$ cat config.mk
export PLATFORM = sky130hd
export DESIGN_NAME = rr_req_arbiter
export DESIGN_NICKNAME = d
export VERILOG_FILES = /design/src/rtl/rr_req_arbiter_pkg.sv /design/src/rtl/rr_req_arbiter_pick.sv /design/src/rtl/rr_req_arbiter.sv
export SDC_FILE = /design/constraint.sdc
export NUM_CORES = 1
export LEC_CHECK = 0
export CAP_MARGIN = 25
export CORE_MARGIN = 3
export CORE_UTILIZATION = 51
export CTS_CLUSTER_DIAMETER = 120
export DETAILED_ROUTE_END_ITERATION = 16
export PLACE_DENSITY = 0.79
export SYNTH_ARGS = -nofsm -noshare
export SYNTH_HDL_FRONTEND = slang
export SYNTH_HIERARCHICAL = 1
export SYNTH_SLANG_ARGS = --single-unit
$ cat constraint.sdc
create_clock -name clk_i -period 2.4 [get_ports clk_i]
set_clock_uncertainty 0.05 [all_clocks]
set_input_delay 0.48 -clock clk_i [delete_from_list [all_inputs] [get_ports clk_i]]
set_output_delay 0.48 -clock clk_i [all_outputs]
set_load 0.1 [all_outputs]
$ cat src/rtl/rr_req_arbiter_pkg.sv
// rtl/rr_req_arbiter_pkg.sv - shared constants and state encoding for the round-robin arbiter
package rr_req_arbiter_pkg;

    typedef enum logic {
        ST_IDLE  = 1'b0,
        ST_GRANT = 1'b1
    } arb_state_e;

    localparam int N_DEF        = 4;
    localparam int MAX_HOLD_DEF = 15;
    localparam int CW_DEF       = 8;

    // Index width for an N-entry pointer; a 1-bit floor keeps N=1 corner legal
    function automatic int ptr_width(input int n);
        return (n > 1) ? $clog2(n) : 1;
    endfunction

    localparam int PTR_W_DEF = ptr_width(N_DEF);

endpackage

$ cat src/rtl/rr_req_arbiter_pick.sv
// rtl/rr_req_arbiter_pick.sv - combinational round-robin picker starting at a pointer
module rr_pick #(
    parameter int N  = 4,
    parameter int PW = 2
) (
    input  logic [N-1:0]  req_i,
    input  logic [PW-1:0] ptr_i,
    output logic [N-1:0]  pick_o,
    output logic          valid_o
);

    // Scan ptr, ptr+1, ... with wrap; the first set request wins
    always_comb begin
        logic          found;
        logic [PW-1:0] idx;
        int            s;
        pick_o = '0;
        found  = 1'b0;
        idx    = '0;
        s      = 0;
        for (int i = 0; i < N; i++) begin
            s = int'(ptr_i) + i;
            if (s >= N) begin
                s = s - N;
            end
            idx = s[PW-1:0];
            if (!found && req_i[idx]) begin
                pick_o[idx] = 1'b1;
                found       = 1'b1;
            end
        end
        valid_o = found;
    end

endmodule

$ cat src/rtl/rr_req_arbiter.sv
// rtl/rr_req_arbiter.sv - round-robin arbiter with done/drop/timeout release
module rr_req_arbiter
    import rr_req_arbiter_pkg::*;
#(
    parameter int N        = N_DEF,
    parameter int MAX_HOLD = MAX_HOLD_DEF,
    parameter int CW       = CW_DEF
) (
    input  logic         clk_i,
    input  logic         rst_i,
    input  logic [N-1:0] req_i,
    input  logic         done_i,
    output logic [N-1:0] gnt_o,
    output logic         busy_o,
    output logic         any_req_o,
    output logic         timeout_o
);

    localparam int PW = ptr_width(N);

    arb_state_e    state_q, state_d;
    logic [N-1:0]  gnt_q, gnt_d;
    logic          busy_q, busy_d;
    logic          timeout_q, timeout_d;
    logic [PW-1:0] ptr_q, ptr_d;
    logic [CW-1:0] hold_cnt_q, hold_cnt_d;

    logic [N-1:0]  pick;
    logic          pick_valid;
    logic [PW-1:0] owner;
    logic          rel_done, rel_drop, rel_limit;

    rr_pick #(
        .N  (N),
        .PW (PW)
    ) u_pick (
        .req_i   (req_i),
        .ptr_i   (ptr_q),
        .pick_o  (pick),
        .valid_o (pick_valid)
    );

    // Request summary is a pure OR, visible in the same cycle
    always_comb begin
        any_req_o = |req_i;
    end

    // Owner index recovered from the one-hot grant register
    always_comb begin
        owner = '0;
        for (int i = 0; i < N; i++) begin
            if (gnt_q[i]) begin
                owner = PW'(i);
            end
        end
    end

    // Next-state and output register inputs for the IDLE/GRANT machine
    always_comb begin
        state_d    = state_q;
        gnt_d      = gnt_q;
        busy_d     = busy_q;
        timeout_d  = 1'b0;
        ptr_d      = ptr_q;
        hold_cnt_d = hold_cnt_q;
        rel_done   = done_i;
        rel_drop   = ~req_i[owner];
        rel_limit  = (hold_cnt_q == CW'(MAX_HOLD));

        case (state_q)
            ST_IDLE: begin
                if (pick_valid) begin
                    gnt_d      = pick;
                    busy_d     = 1'b1;
                    hold_cnt_d = CW'(1);
                    state_d    = ST_GRANT;
                end else begin
                    gnt_d  = '0;
                    busy_d = 1'b0;
                end
            end
            ST_GRANT: begin
                if (rel_done || rel_drop || rel_limit) begin
                    gnt_d     = '0;
                    busy_d    = 1'b0;
                    state_d   = ST_IDLE;
                    // Pulse only when the hold limit alone forced the release
                    timeout_d = rel_limit && !rel_done && !rel_drop;
                    ptr_d     = (owner == PW'(N - 1)) ? '0 : owner + PW'(1);
                end else begin
                    hold_cnt_d = hold_cnt_q + CW'(1);
                end
            end
            default: begin
                state_d = ST_IDLE;
                gnt_d   = '0;
                busy_d  = 1'b0;
            end
        endcase
    end

    // State, pointer, counter and output registers with asynchronous clear
    always_ff @(posedge clk_i or posedge rst_i) begin
        if (rst_i) begin
            state_q    <= ST_IDLE;
            gnt_q      <= '0;
            busy_q     <= 1'b0;
            timeout_q  <= 1'b0;
            ptr_q      <= '0;
            hold_cnt_q <= '0;
        end else begin
            state_q    <= state_d;
            gnt_q      <= gnt_d;
            busy_q     <= busy_d;
            timeout_q  <= timeout_d;
            ptr_q      <= ptr_d;
            hold_cnt_q <= hold_cnt_d;
        end
    end

    assign gnt_o     = gnt_q;
    assign busy_o    = busy_q;
    assign timeout_o = timeout_q;

endmodule
==> metrics.cfg, run 1 <==
[final_layout]
fillers=210
final_area_um2=1660
final_util=0.660
area_growth_syn_to_layout_pct=21.1
drive_gt1_frac=0.317
fin_nets=182
diodes=0

[global_routing]
grt.overflow.total=0
grt_pass1_vias=1158
grt_pass1_wl_mm=5.32
grtUsageTotal=0.206
grt_max_degree=23
antenna_found_initial=0

[floorplanning]
dieWidth_um=57.9
placementRows=18
die_area_um2=3350
io_pins=14
die_y_um=57.9
fp.coreArea_um2=2520
start_util=0.545

[critical_path]
crit_required_ps=1870
crit_path_max_fanout=8
worstSetupEndpointType=primary output
worst_ep_arrival_time_ps=1830
start_kind=input port
reg2reg_depth=7
critPathKind=in2out

[clock_network]
cts_htree_levels=1
cts_tree=built
cts_hold_buf=0
cts_num_sinks=17
tritoncts.num_buffers=3
cts_setup_buffers=0
clock_tree.root_cell=clkbuf_4
cts_buffer_depth=2
clkLatencyLatePin_ps=300
path_clk_slew_ps=110

[synth]
synth_top_area_cell=dfrtp_1
synth_top_area_frac=0.310
ys_ff_latch=17
yosys_warnings=6
synthTopCellsByArea=dfrtp_1 (31%), mux2i_1 (7.3%), ha_1 (6.4%)
netlist_area_um2=1370
synth_nets=153
synth_edf_count=0
yosysUniqueCellTypes=46
netlist_instances=139
synth_ff_type=dfrtp_1
yosysSeqAreaShare=0.310
async_flop_share=1.00
avgSynthCellArea_um2=9.88

[timing]
tightest_slew_ps=635
post-route-period-util=0.985
hold_viol=0
period_needed_ps=2360
slew-limit-headroom=0.576
whs_ps=439
setup_viol=0
rsz0062_at_grt=false
setup_ws_ps=35.5
slew_violations=0
max_freq_mhz=423

[drt]
drt_iter0_markers=45
vias=1168
wl_per_cell_um=16.7
drt-total-wl_mm=3.29
ant_nets=0
drtPass1Iterations=4
route.detailed.drc=0
viasPerCell=5.93

[placed_design]
gp_congestion=1.02
dp.final_hpwl_mm=2.47
io_buffer_count=13
place_area_um2=1620
dpl_worst_slack_ps=-210

[hold_path]
min_path_type=reg2reg
whs_path_depth=2

[outcome]
status=finished clean

[power_and_ir_drop]
p_total_mw=1.98
ir_drop_uv=1020
p_per_area_nw_per_um2=1190
leakagePower_nw=0.746

[run]
cap_violations=0

cell type report:
cell class | count | area, um^2 | area share
well taps | 30 | 37.5 | 0.0226
inverters | 5 | 18.8 | 0.0113
clock inverters | 1 | 7.51 | 0.00451
multi-input cells | 111 | 895 | 0.538
repair buffers | 30 | 255 | 0.153
flip-flops and latches | 17 | 428 | 0.257
clock buffers | 3 | 22.5 | 0.0135
critical path, stage by stage:
cell and delay [ps]:
clkdlybuf4s50_1 540, or4_1 610, buf_12 200
worst paths after layout:
| check | from | to | slack, ps |
|---|---|---|---|
| max in group asynchronous | rst_i | gnt_o[3] | 1360 |
| setup reg to reg | ptr_q[0] | gnt_o[0] | 200 |
| min in group asynchronous | rst_i | hold_cnt_q[2] | 490 |
| setup / recovery | req_i[1] | any_req_o | 40 |
| hold / removal | busy_o | busy_o | 440 |
| hold reg to reg | busy_o | busy_o | 440 |
report_power, final:
group / total, mW / leakage [nW] / switching (mW) / internal, mW
registers: 0.466 / 0.217 / 0.101 / 0.366
logic: 1.35 / 0.514 / 0.782 / 0.566
clock network: 0.165 / 0.0139 / 0.101 / 0.0636
flip-flops by register name (all words and copies together), names as in the netlist:
name / count
state_q: 1
gnt_o: 4
hold_cnt_q: 8
ptr_q: 2
timeout_o: 1
busy_o: 1
cells in the mapped netlist (3+ instances only):
master and instances:
nor3_1 3, a22o_2 3, buf_6 3, mux2i_1 10
o2bb2ai_1 4, inv_1 5, ha_1 7, nor2_1 9
mux2_2 5, dfrtp_1 17, o22ai_1 6, a211oi_1 3
nand2_1 15, nand2b_1 6, and3_1 3
through the flow:
| step | setup TNS, ps | instances |
|---|---|---|
| after floorplan | 0 | 139 |
| after global placement | -837 | 193 |
| after detailed placement | -1790 | 193 |
| after CTS | 0 | 197 |
| after global routing | 0 | 197 |
| final | 0 | 197 |
timing repair:
action                                  in CTS  in global routing
endpoints found under the setup margin       0                  2
resized for setup                            0                  3
hold endpoints to repair                     0                  0
metal layers:
layer	track usage	wire length, um	vias up	share of wire
met5	0	0	-	0
met4	0.0662	61	0	0.019
li1	-	-	576	-
met1	0.295	1530	538	0.47
met3	0.0579	189	9	0.058
met2	0.300	1510	45	0.46
cell usage in the layout, fill, tap and decap left out, drive strengths merged, types with 2 or more instances in the layout:
cell type      count
dfrtp             17
a22o               5
ha                 7
nor3               4
nor4               2
mux2i             10
mux2               5
o22ai              6
nor3b              3
nand2b             6
a211oi             3
nand2             15
inv                5
o2bb2ai            4
nand3              2
a2111oi            3
nand4              2
clkbuf             3
nor2b              4
nor2               9
buf               24
and3               4
a21oi              2
clkdlybuf4s50      5
logic make-up after synthesis:
logic type | synth area share
AND/OR/NAND/NOR | 0.255
adder cells (fa/ha/maj) | 0.0637
multiplexers | 0.130
XOR/XNOR | 0.00638
flip-flops | 0.310
buffers and inverters | 0.0483
AO/OA/AOI/OAI | 0.187
Note: power is estimated with default switching activity, not from simulation.
==> inputs of run 2 (changes only) <==
- CORE_UTILIZATION: 51 -> 55
- PLACE_DENSITY: 0.79 -> 0.81
- clock period: 2.4 -> 2.8 ns (I/O delays scaled with it)
==> run 2 against run 1 <==
Net effect: die area fell by 6.5%; setup slack gained 170 ps; sequential power down 15%; utilization rose by 1.9 points; critical path type unchanged; largest cell class unchanged.
==> metrics.cfg, run 2 (synthesized netlist as in run 1, its figures left out) <==
[global_routing]
grt.overflow.total=0
grt_max_degree=23
grtUsageTotal=0.192
grt_pass1_wl_mm=4.88
grt_pass1_vias=1072
antenna_found_initial=0

[final_layout]
final_common_cell=dfrtp_1
fillers=179
final_cell_mix=dfrtp_1 (17), nand2_1 (15), buf_4 (12), mux2i_1 (10), nor2_1 (9)
final_area_um2=1560
largest_reg_flops=8
diodes=0
drive_gt1_frac=0.250
area_growth_syn_to_layout_pct=13.5
seqCellArea_um2=425
largest-register=hold_cnt_q
multiInputGateArea_um2=882
fin_nets=171

[critical_path]
worstSetupEndpointType=primary output
crit_family=buffers and inverters
reg2reg_depth=7
ff2ff_setup_slack_ps=460
r2r_end=gnt_o[0]
path_cells=clkdlybuf4s50_1 -> or4_1 -> buf_12
critPathKind=in2out
path_buf_inv=2
max_stage_delay_ps=630
slowest_stage=or4_1
worst_ep_arrival_time_ps=1980
crit_path_max_fanout=10
r2r-start=ptr_q[0]
start_kind=input port
crit_required_ps=2190

[placed_design]
place_area_um2=1530
gp_congestion=0.777
dp.final_hpwl_mm=2.22
dpl_worst_slack_ps=93.3
io_buffer_count=13

[drt]
vias=1135
drtPass1Iterations=4
drt-total-wl_mm=2.89
ant_nets=0
wl_per_cell_um=15.7
viasPerCell=6.17
drt_iter0_markers=60
route.detailed.drc=0

[clock_network]
cts_buffer_depth=2
cts_tree=built
tritoncts.num_buffers=3
cts_hold_buf=0
clkLatencyLatePin_ps=290
clock_tree.root_cell=clkbuf_4
path_clk_slew_ps=100
cts_htree_levels=1
cts_resized=0
cts_setup_buffers=0
cts_num_sinks=17

[timing]
post-route-period-util=0.925
tightest_slew_ps=620
slew_violations=0
max_freq_mhz=386
slew-limit-headroom=0.586
whs_ps=459
setup-tns-final_ps=0
rsz0062_at_grt=false
period_needed_ps=2590
hold_viol=0
setup_ws_ps=209
setup_viol=0

[hold_path]
whs_path_depth=2
worstHoldStart=busy_o
min_path_type=reg2reg
hold_path_end=busy_o

[power_and_ir_drop]
power_switching_mw=0.803
ir_drop_uv=875
clkPwrFrac=0.083
switching_share=0.507
comb_power_share=0.668
intPower_mw=0.779
leakagePower_nw=0.690
p_total_mw=1.58
pwr-share-seq=0.249
p_per_area_nw_per_um2=1010

[outcome]
status=finished clean

[floorplanning]
fp.coreArea_um2=2300
die_area_um2=3130
dieWidth_um=56.0
die_y_um=56.0
start_util=0.598
placementRows=17
io_pins=14

[run]
cap_violations=0

==> run 2: cell count changes in the layout (fill, tap and decap cells not counted), sizes merged <==
cell and delta:
clkdlybuf4s50 +1, clkinv +1, clkinvlp -1, buf -11
dlymetal6s2s -1
==> run 2: layout make-up <==
class	instances	share of cell area
well taps	28	0.0225
clock buffers	3	0.0144
multi-input cells	111	0.566
clock inverters	1	0.00321
flip-flops and latches	17	0.273
repair buffers	19	0.109
inverters	5	0.0120
==> run 2: worst min-delay path: stages (launching register included) <==
cell and delay (ps):
dfrtp_1 360, nand2_1 50, nand2_1 60
==> run 2: power by group through the flow <==
stage               clock [mW]  sequential [mW]  combinational [mW]
floorplan                    0            0.578               0.660
global placement             0            0.391                1.01
detailed placement           0            0.397                1.05
CTS                      0.136            0.392                1.05
global route             0.147            0.408                1.13
finish                   0.131            0.394                1.06
==> run 2: per-layer routing <==
| metal | global-route usage | part of all wire | vias to the layer above | wire, um |
|---|---|---|---|---|
| met2 | 0.299 | 0.46 | 37 | 1330 |
| met4 | 0.0169 | 0 | 0 | 0 |
| met5 | 0 | 0 | - | 0 |
| met3 | 0.0557 | 0.060 | 0 | 174 |
| met1 | 0.274 | 0.48 | 541 | 1390 |
| li1 | - | - | 557 | - |
==> run 2: worst max path at each step <==
stage	from	end	slack, ps	cells after the start
3_3_place_gp	req_i[1]	gnt_o[0]	140	6
6_report	req_i[1]	any_req_o	210	3
4_1_cts	req_i[1]	any_req_o	200	3
2_1_floorplan	gnt_o[3]	busy_o	390	6
3_5_place_dp	req_i[1]	gnt_o[0]	90	6
5_1_grt	req_i[1]	any_req_o	150	3
==> run 2: metrics by stage <==
stage | util | cells
4_1_cts | 0.679 | 184
3_3_place_gp | 0.667 | 180
3_5_place_dp | 0.667 | 180
6_report | 0.679 | 184
5_1_grt | 0.679 | 184
2_1_floorplan | - | 139
